### config.mk
export PLATFORM = sky130hd
export DESIGN_NAME = game_sequencer
export DESIGN_NICKNAME = d
export VERILOG_FILES = /design/src/rtl/game_sequencer.sv
export SDC_FILE = /design/constraint.sdc
export NUM_CORES = 1
export LEC_CHECK = 0
export BUFFER_PORTS_ARGS = -buffer_cell sky130_fd_sc_hd__buf_4
export CORE_UTILIZATION = 34
export CTS_BUF_LIST = sky130_fd_sc_hd__clkbuf_8
export DETAILED_ROUTE_END_ITERATION = 10
export GPL_TIMING_DRIVEN = 0
export PLACE_DENSITY = 0.55
export SKIP_LAST_GASP = 1
export SYNTH_ARGS = -nofsm -noshare
export SYNTH_HDL_FRONTEND = slang
export SYNTH_SLANG_ARGS = --single-unit
### constraint.sdc
create_clock -name clk -period 7.95 [get_ports clk]
set_input_delay 0.3975 -clock clk [delete_from_list [all_inputs] [get_ports clk]]
set_output_delay 0.3975 -clock clk [all_outputs]
set_load 0.03 [all_outputs]
### src/rtl/game_sequencer.sv
// Game-flow controller: IDLE/RUN/PAUSE/FAIL/WIN state machine, frame-driven tick generator
// with manual and automatic speed control, saturating score and sticky end flags.
module game_sequencer #(
    parameter int SPEED_W      = 3,
    parameter int FRAMES_MAX   = 30,
    parameter int FRAMES_STEP  = 3,
    parameter int SCORE_W      = 8,
    parameter int AUTO_SPEEDUP = 4
) (
    input  logic               clk,
    input  logic               rst_n,
    input  logic               i_restart,
    input  logic               i_start,
    input  logic               i_pause,
    input  logic               i_speed_up,
    input  logic               i_speed_down,
    input  logic               i_frame,
    input  logic               i_tick_done,
    input  logic               i_failure,
    input  logic               i_success,
    input  logic               i_eat,
    output logic               o_tick,
    output logic [2:0]         o_state,
    output logic [SPEED_W-1:0] o_speed,
    output logic [SCORE_W-1:0] o_score,
    output logic               o_failure,
    output logic               o_success
);
    localparam int FRAME_W   = $clog2(FRAMES_MAX + 1);
    localparam int APPLE_W   = (AUTO_SPEEDUP > 1) ? $clog2(AUTO_SPEEDUP) : 1;
    localparam int SPEED_MAX = (2 ** SPEED_W) - 1;

    typedef enum logic [2:0] {
        ST_IDLE  = 3'd0,
        ST_RUN   = 3'd1,
        ST_PAUSE = 3'd2,
        ST_FAIL  = 3'd3,
        ST_WIN   = 3'd4
    } state_t;

    state_t               state;
    logic                 pause_q;
    logic [FRAME_W-1:0]   frame_cnt;
    logic [APPLE_W-1:0]   apple_cnt;
    logic                 pause_rise;
    logic                 eat_counted;
    logic                 auto_inc;
    logic                 tick_fire;
    logic [31:0]          step_total;
    logic [31:0]          period;
    logic [SPEED_W-1:0]   speed_next;
    int                   speed_sum;

    assign o_state = state;

    // Period is evaluated at 32 bits so fast speeds clamp to 1 instead of wrapping.
    always_comb begin
        pause_rise  = i_pause & ~pause_q;
        eat_counted = i_eat & ((state == ST_RUN) | o_tick);
        auto_inc    = eat_counted && (AUTO_SPEEDUP != 0) &&
                      ((32'(apple_cnt) + 32'd1) >= 32'(AUTO_SPEEDUP));
        step_total  = 32'(o_speed) * 32'(FRAMES_STEP);
        period      = ((step_total + 32'd1) >= 32'(FRAMES_MAX)) ? 32'd1
                                                                : 32'(FRAMES_MAX) - step_total;
        tick_fire   = 32'(frame_cnt) >= (period - 32'd1);
        speed_sum   = int'(o_speed) + int'(i_speed_up) + int'(auto_inc) - int'(i_speed_down);
        if (speed_sum < 0) begin
            speed_next = '0;
        end else if (speed_sum > SPEED_MAX) begin
            speed_next = '1;
        end else begin
            speed_next = SPEED_W'(speed_sum);
        end
    end

    always_ff @(posedge clk or negedge rst_n) begin
        if (!rst_n) begin
            state     <= ST_IDLE;
            pause_q   <= 1'b0;
            frame_cnt <= '0;
            apple_cnt <= '0;
            o_tick    <= 1'b0;
            o_speed   <= '0;
            o_score   <= '0;
            o_failure <= 1'b0;
            o_success <= 1'b0;
        end else begin
            pause_q <= i_pause;
            if (i_restart) begin
                state     <= ST_IDLE;
                frame_cnt <= '0;
                apple_cnt <= '0;
                o_tick    <= 1'b0;
                o_score   <= '0;
                o_failure <= 1'b0;
                o_success <= 1'b0;
            end else begin
                o_speed <= speed_next;

                case (state)
                    ST_IDLE: if (i_start) state <= ST_RUN;
                    ST_RUN: begin
                        if (i_failure) begin
                            state     <= ST_FAIL;
                            o_failure <= 1'b1;
                        end else if (i_success) begin
                            state     <= ST_WIN;
                            o_success <= 1'b1;
                        end else if (pause_rise) begin
                            state <= ST_PAUSE;
                        end
                    end
                    ST_PAUSE: if (pause_rise) state <= ST_RUN;
                    ST_FAIL:  state <= ST_FAIL;
                    ST_WIN:   state <= ST_WIN;
                    default:  state <= ST_IDLE;
                endcase

                // A raised tick survives state changes; only the core's done pulse drops it.
                if (o_tick) begin
                    if (i_tick_done) o_tick <= 1'b0;
                end else if ((state == ST_RUN) && i_frame) begin
                    if (tick_fire) begin
                        o_tick    <= 1'b1;
                        frame_cnt <= '0;
                    end else begin
                        frame_cnt <= frame_cnt + FRAME_W'(1);
                    end
                end

                if (eat_counted) begin
                    if (o_score != '1) o_score <= o_score + SCORE_W'(1);
                    apple_cnt <= auto_inc ? '0 : apple_cnt + APPLE_W'(1);
                end
            end
        end
    end
endmodule
* After elaboration in Yosys (flattened, before gate mapping) *
Cells that the tools add are included.

operators by class
  $add $sub $neg = 10
  multiply operators = 1
  $lt $le $gt $ge = 5
  equality and inequality tests = 10
  multiplexer cells = 32
  bitwise operators = 4
  reductions and logical operators = 14

operators with widths
  operator               number
  $ge 5x32->1            1
  $mux 32                1
  $sub 32x1->32 const B  1
  $mux 3                 8
  $mux 8                 3
  $mux 5                 4
  $pmux 3 s5             1
  $mux 1                 12
  $reduce_bool 2->1      6
  $add 8x1->8 const B    1
  $ne 8x8->1 const B     1
  $add 5x1->6 const B    1
  $eq 3x2->1 const B     2
  $ge 6x5->1 const B     1
  $gt 6x4->1 const B     1
  $lt 6x1->1 const B     1
  $mux 2                 3
  $ne 3x3->1 const B     2
  $reduce_and 2->1       3
  $reduce_and 3->1       2
  $sub 5x1->6            1
  $sub 5x5->6 const A    1
  $add 4x1->5            1
  $add 5x1->5 const B    1
  other kinds (14)       17

storage, ports and cells
  register bits = 25
  input bits = 12
  output and inout port bits = 17
  logic and storage cells = 85

* Logic depth before layout (Yosys ltp) *
  depth after elaboration = 10
  gate-level depth with buffers = 19

* Worst setup path before layout *
OpenSTA, ideal clock, no wires.

  kind = register -> register
  from = register o_speed[0]
  to = register o_tick
  library setup time = 0.078 ns
  data arrival time = 4.430 ns
  path slack = 3.442 ns
  cell stages (with the launch flop) = 20
  cell sequence = dfrtp_1 > ha_1 > inv_1 > fa_1 > xnor2_4 > buf_6 > o221ai_1 > a211oi_2 > nor2_1 > ha_1 > clkbuf_1 > o2111a_2 > buf_6 > inv_1 > ha_1 > nor4b_1 > nand2_1 > a2111o_1 > or3_1 > a21oi_1

between the ends
  cells in the longest elaborated chain, start to end = 10
  elaborated cells on any way between the ends = 11
  those cells by class = add/sub: 3; mul: 1; order compare: 2; mux: 5

RTL lines
  item                      line  text
  start: declaration        24    output logic [SPEED_W-1:0] o_speed,
  start signal: assignment  98    o_speed <= speed_next;
  $mul 3x2->5 *             62    step_total = 32'(o_speed) * 32'(FRAMES_STEP);
  $add 5x1->6               63    period = ((step_total + 32'd1) >= 32'(FRAMES_MAX)) ? 32'd1
  $ge 6x5->1                63
  $mux 32 *                 63
  $sub 32x1->32 *           65    tick_fire = 32'(frame_cnt) >= (period - 32'd1);
  $ge 5x32->1 *             65
  $mux 1 *                  123   if (tick_fire) begin
  $mux 1 *                  122   end else if ((state == ST_RUN) && i_frame) begin
  $mux 1 *                  120   if (o_tick) begin
  $mux 1 *                  89    if (i_restart) begin
  end signal: assignment    93    o_tick <= 1'b0;
  end signal: assignment    121   if (i_tick_done) o_tick <= 1'b0;
  end signal: assignment    124   o_tick <= 1'b1;
  end: declaration          22    output logic o_tick,

Mark *: on every way between the ends. The rest lies on a longest branch, timed or not.
A chain may end at the register's enable or synchronous reset.

* Worst setup path in the final report *
Same ends and word-level chain as after synthesis.

==> results.cfg <==
[run_status]
status = complete, no violations

[flow_run]
max_cap_viol_count = 0

[critical_path]
slowest_delay_ns = 0.54
crit_path_max_fanout = 11
cp_data_required_time_ns = 8.15
critPathKind = reg -> reg
crit_path_end_kind = flip-flop
cp_cell_sequence = ha_1, inv_1, fa_1, buf_6, inv_1, a311oi_1, a211oi_2, nor2_1, ha_1, clkbuf_1, o2111a_2, buf_6, inv_1, ha_1, nor4b_1, nand2_1, a2111o_1, or3_1, a21oi_1
cp_slowest_cell = dfrtp_1
critPathLaunchType = flip-flop
crit_arrival_ns = 5.08

[finish]
design_area_um2 = 2460
drive_gt1_share_pct = 17.1
diodes = 0
post-route-util_pct = 41.4
fillCellCount = 642
instances_no_fill = 344
nNetsFinal = 310
area_growth_pct = 17.3

[placement]
pre_cts_slack_ns = 3.08
gp_congestion = 0.726
detailed_place.area_um2 = 2420
dp_hpwl_um = 3250
port_buffers = 27
dp.cells = 340

[clocking]
cts_tree = done
cts_resized = 0
cts-root-buf = clkbuf_8
clk_pin_slew_ns = 0.09
cts_sinks = 25
clockBufferDepth = 2
cts_hold_buf = 0
post_cts_buffers = 0
cts_inserted_buffers = 3
worstSkewPairLatency_ns = 0.27
h-tree-depth = 1

[route]
antenna_left = 0
routedWlPerCell_um = 12.4
postRouteWirelength_um = 4270
vias = 1744
dr.pass1.iters = 4
drc = 0
viasPerCell = 5.07
drtIter0Drc = 35

[worst_hold_path]
hp-class = in -> async

[die]
die_w_um = 80.6
start_util_pct = 35.3
ios = 29
dieHeight_um = 80.6
die_area_um2 = 6500
std_cell_rows = 28
fp.coreArea_um2 = 5960

[timing]
period_needed_ns = 4.88
fin_setup_tns_ns = 0
maxSlewViolCount = 0
tightest_slew_ns = 0.496
worst_slack_ns = 3.07
setup_viol = 0
period_share_pct = 61.4
maxSlewHeadroom_pct = 66.7
hold_violations = 0
rsz0062_at_grt = false
fmaxAchievable_mhz = 205
hold_ws_ns = 0.0164
finClkSkew_ns = 0.00276

[yosys]
synth-edff-count = 0
synthArstFlopShare_pct = 100
yosys_warnings = 0
avgSynthCellArea_um2 = 9.06
synth_seq_cells = 25
synth-main-ff-cell = dfrtp_1
synth_area_um2 = 2100
synthCells = 232
yosysSeqAreaShare_pct = 29.8
netlist-cell-type-count = 52

[power_and_ir_drop]
ir_worst_vdd_v = 0.000264
p_leak_nw = 1.10
total_power_mw = 0.857
power_density_nw_per_um2 = 347

[global_route]
grt_usage_pct = 14.6
grt_pass1_vias = 1679
grt_pass1_wl_um = 7530
antenna_found_initial = 0
grt.overflow.total = 0
grt_max_degree = 26
-- final timing paths --
| check | to | startpoint | slack [ns] | depth (start not counted) |
|---|---|---|---|---|
| max | o_tick | o_speed[0] | 3.07 | 19 |
| min | o_score[2] | rst_n | 0.02 | 1 |
| max reg2reg | o_tick | o_speed[0] | 3.07 | 19 |
| min reg2reg | o_failure | o_failure | 0.51 | 2 |
| max in group asynchronous | o_score[3] | rst_n | 7.68 | 1 |
| min in group clk | pause_q | i_pause | 0.25 | 1 |
-- state kept, by name, indices dropped and copies added, names as in the netlist --
register,cells
o_score,8
frame_cnt,5
o_speed,3
o_state,3
apple_cnt,2
o_failure,1
o_success,1
o_tick,1
pause_q,1
-- worst max-delay path: cells and delay by family (launching register included) --
family	cells	cell delay, ns
AND/OR/NAND/NOR	4	0.92
buffers and inverters	6	0.73
adder cells (fa/ha/maj)	4	1.16
AO/OA/AOI/OAI	5	1.45
flip-flops	1	0.54
-- power breakdown --
part           internal (mW)  leakage (nW)  switching (mW)
Sequential             0.141         0.335          0.0213
Clock                 0.0346        0.0269          0.0399
Combinational          0.275         0.734           0.345
Total                  0.451          1.10           0.406
-- cells by family (layout without fill, tap and decap cells) --
kind of cell,count (synthesis),after routing,synth area share [%]
compound gates,59,59,18.2
xor+xnor,11,11,5.48
fa+ha+maj,28,28,17.7
buf+inv,26,57,6.13
flops,25,25,29.8
mux,3,3,1.49
other cells,1,7,0.179
simple gates,79,79,21.0
-- cell usage in the layout, fill, tap and decap left out, drive strengths merged, types with 2 or more instances in the layout --
| cell type | instances |
|---|---|
| or3 | 2 |
| fa | 3 |
| inv | 17 |
| a211oi | 3 |
| nand2 | 12 |
| nor2 | 20 |
| a22oi | 2 |
| nor3b | 2 |
| a31oi | 3 |
| dfrtp | 25 |
| buf | 32 |
| xnor2 | 7 |
| conb | 7 |
| nand4 | 5 |
| nand4b | 4 |
| nor2b | 8 |
| o21ai | 14 |
| nand2b | 4 |
| a21oi | 17 |
| o211ai | 8 |
| xor2 | 4 |
| and3 | 2 |
| nor3 | 4 |
| ha | 25 |
| mux2i | 2 |
| nor4b | 2 |
| nand3 | 6 |
| o22ai | 4 |
| clkbuf | 8 |
-- final cells by class --
type	count	area [µm²]	share of cell area, %
timing repair buffer	27	203	8.22
tap	75	93.8	3.81
sequential	25	626	25.4
clock buffer	3	41.3	1.68
clock inverter	1	3.75	0.152
buffer	10	68.8	2.79
inverter	16	60.1	2.44
multi-input combinational	187	1370	55.5
-- cells in the mapped netlist, types with 2 or more instances --
library cell,count,area (µm²)
fa_1,3,60.1
nand3_1,6,30.0
a22oi_1,2,15.0
a211oi_1,2,15.0
nand2_1,12,45.0
nor4b_1,2,17.5
xor2_1,4,35.0
o211ai_1,8,60.1
or3_1,2,12.5
ha_1,25,313
dfrtp_1,25,626
a31oi_1,3,18.8
clkbuf_1,5,18.8
xnor2_1,6,52.6
o21ai_1,2,10.0
o21ai_0,11,55.1
and3_1,2,12.5
nand2b_1,4,25.0
nor3_1,4,20.0
buf_6,4,45.0
nor2_1,20,75.1
a21oi_1,17,85.1
nand4b_1,4,35.0
mux2i_1,2,20.0
o22ai_1,4,25.0
inv_1,16,60.1
nand4_1,5,31.3
nor2b_1,8,50.1
-- layer usage --
metal,GRT usage [%],part of all wire [%],up-vias,routed length [µm]
met2,23.5,43,35,1830
met3,1.36,3.2,5,138
met5,0,0,-,0
li1,-,-,904,-
met4,4.82,1.3,0,55
met1,20.3,53,800,2250
Power figures use the tool's default switching activity.
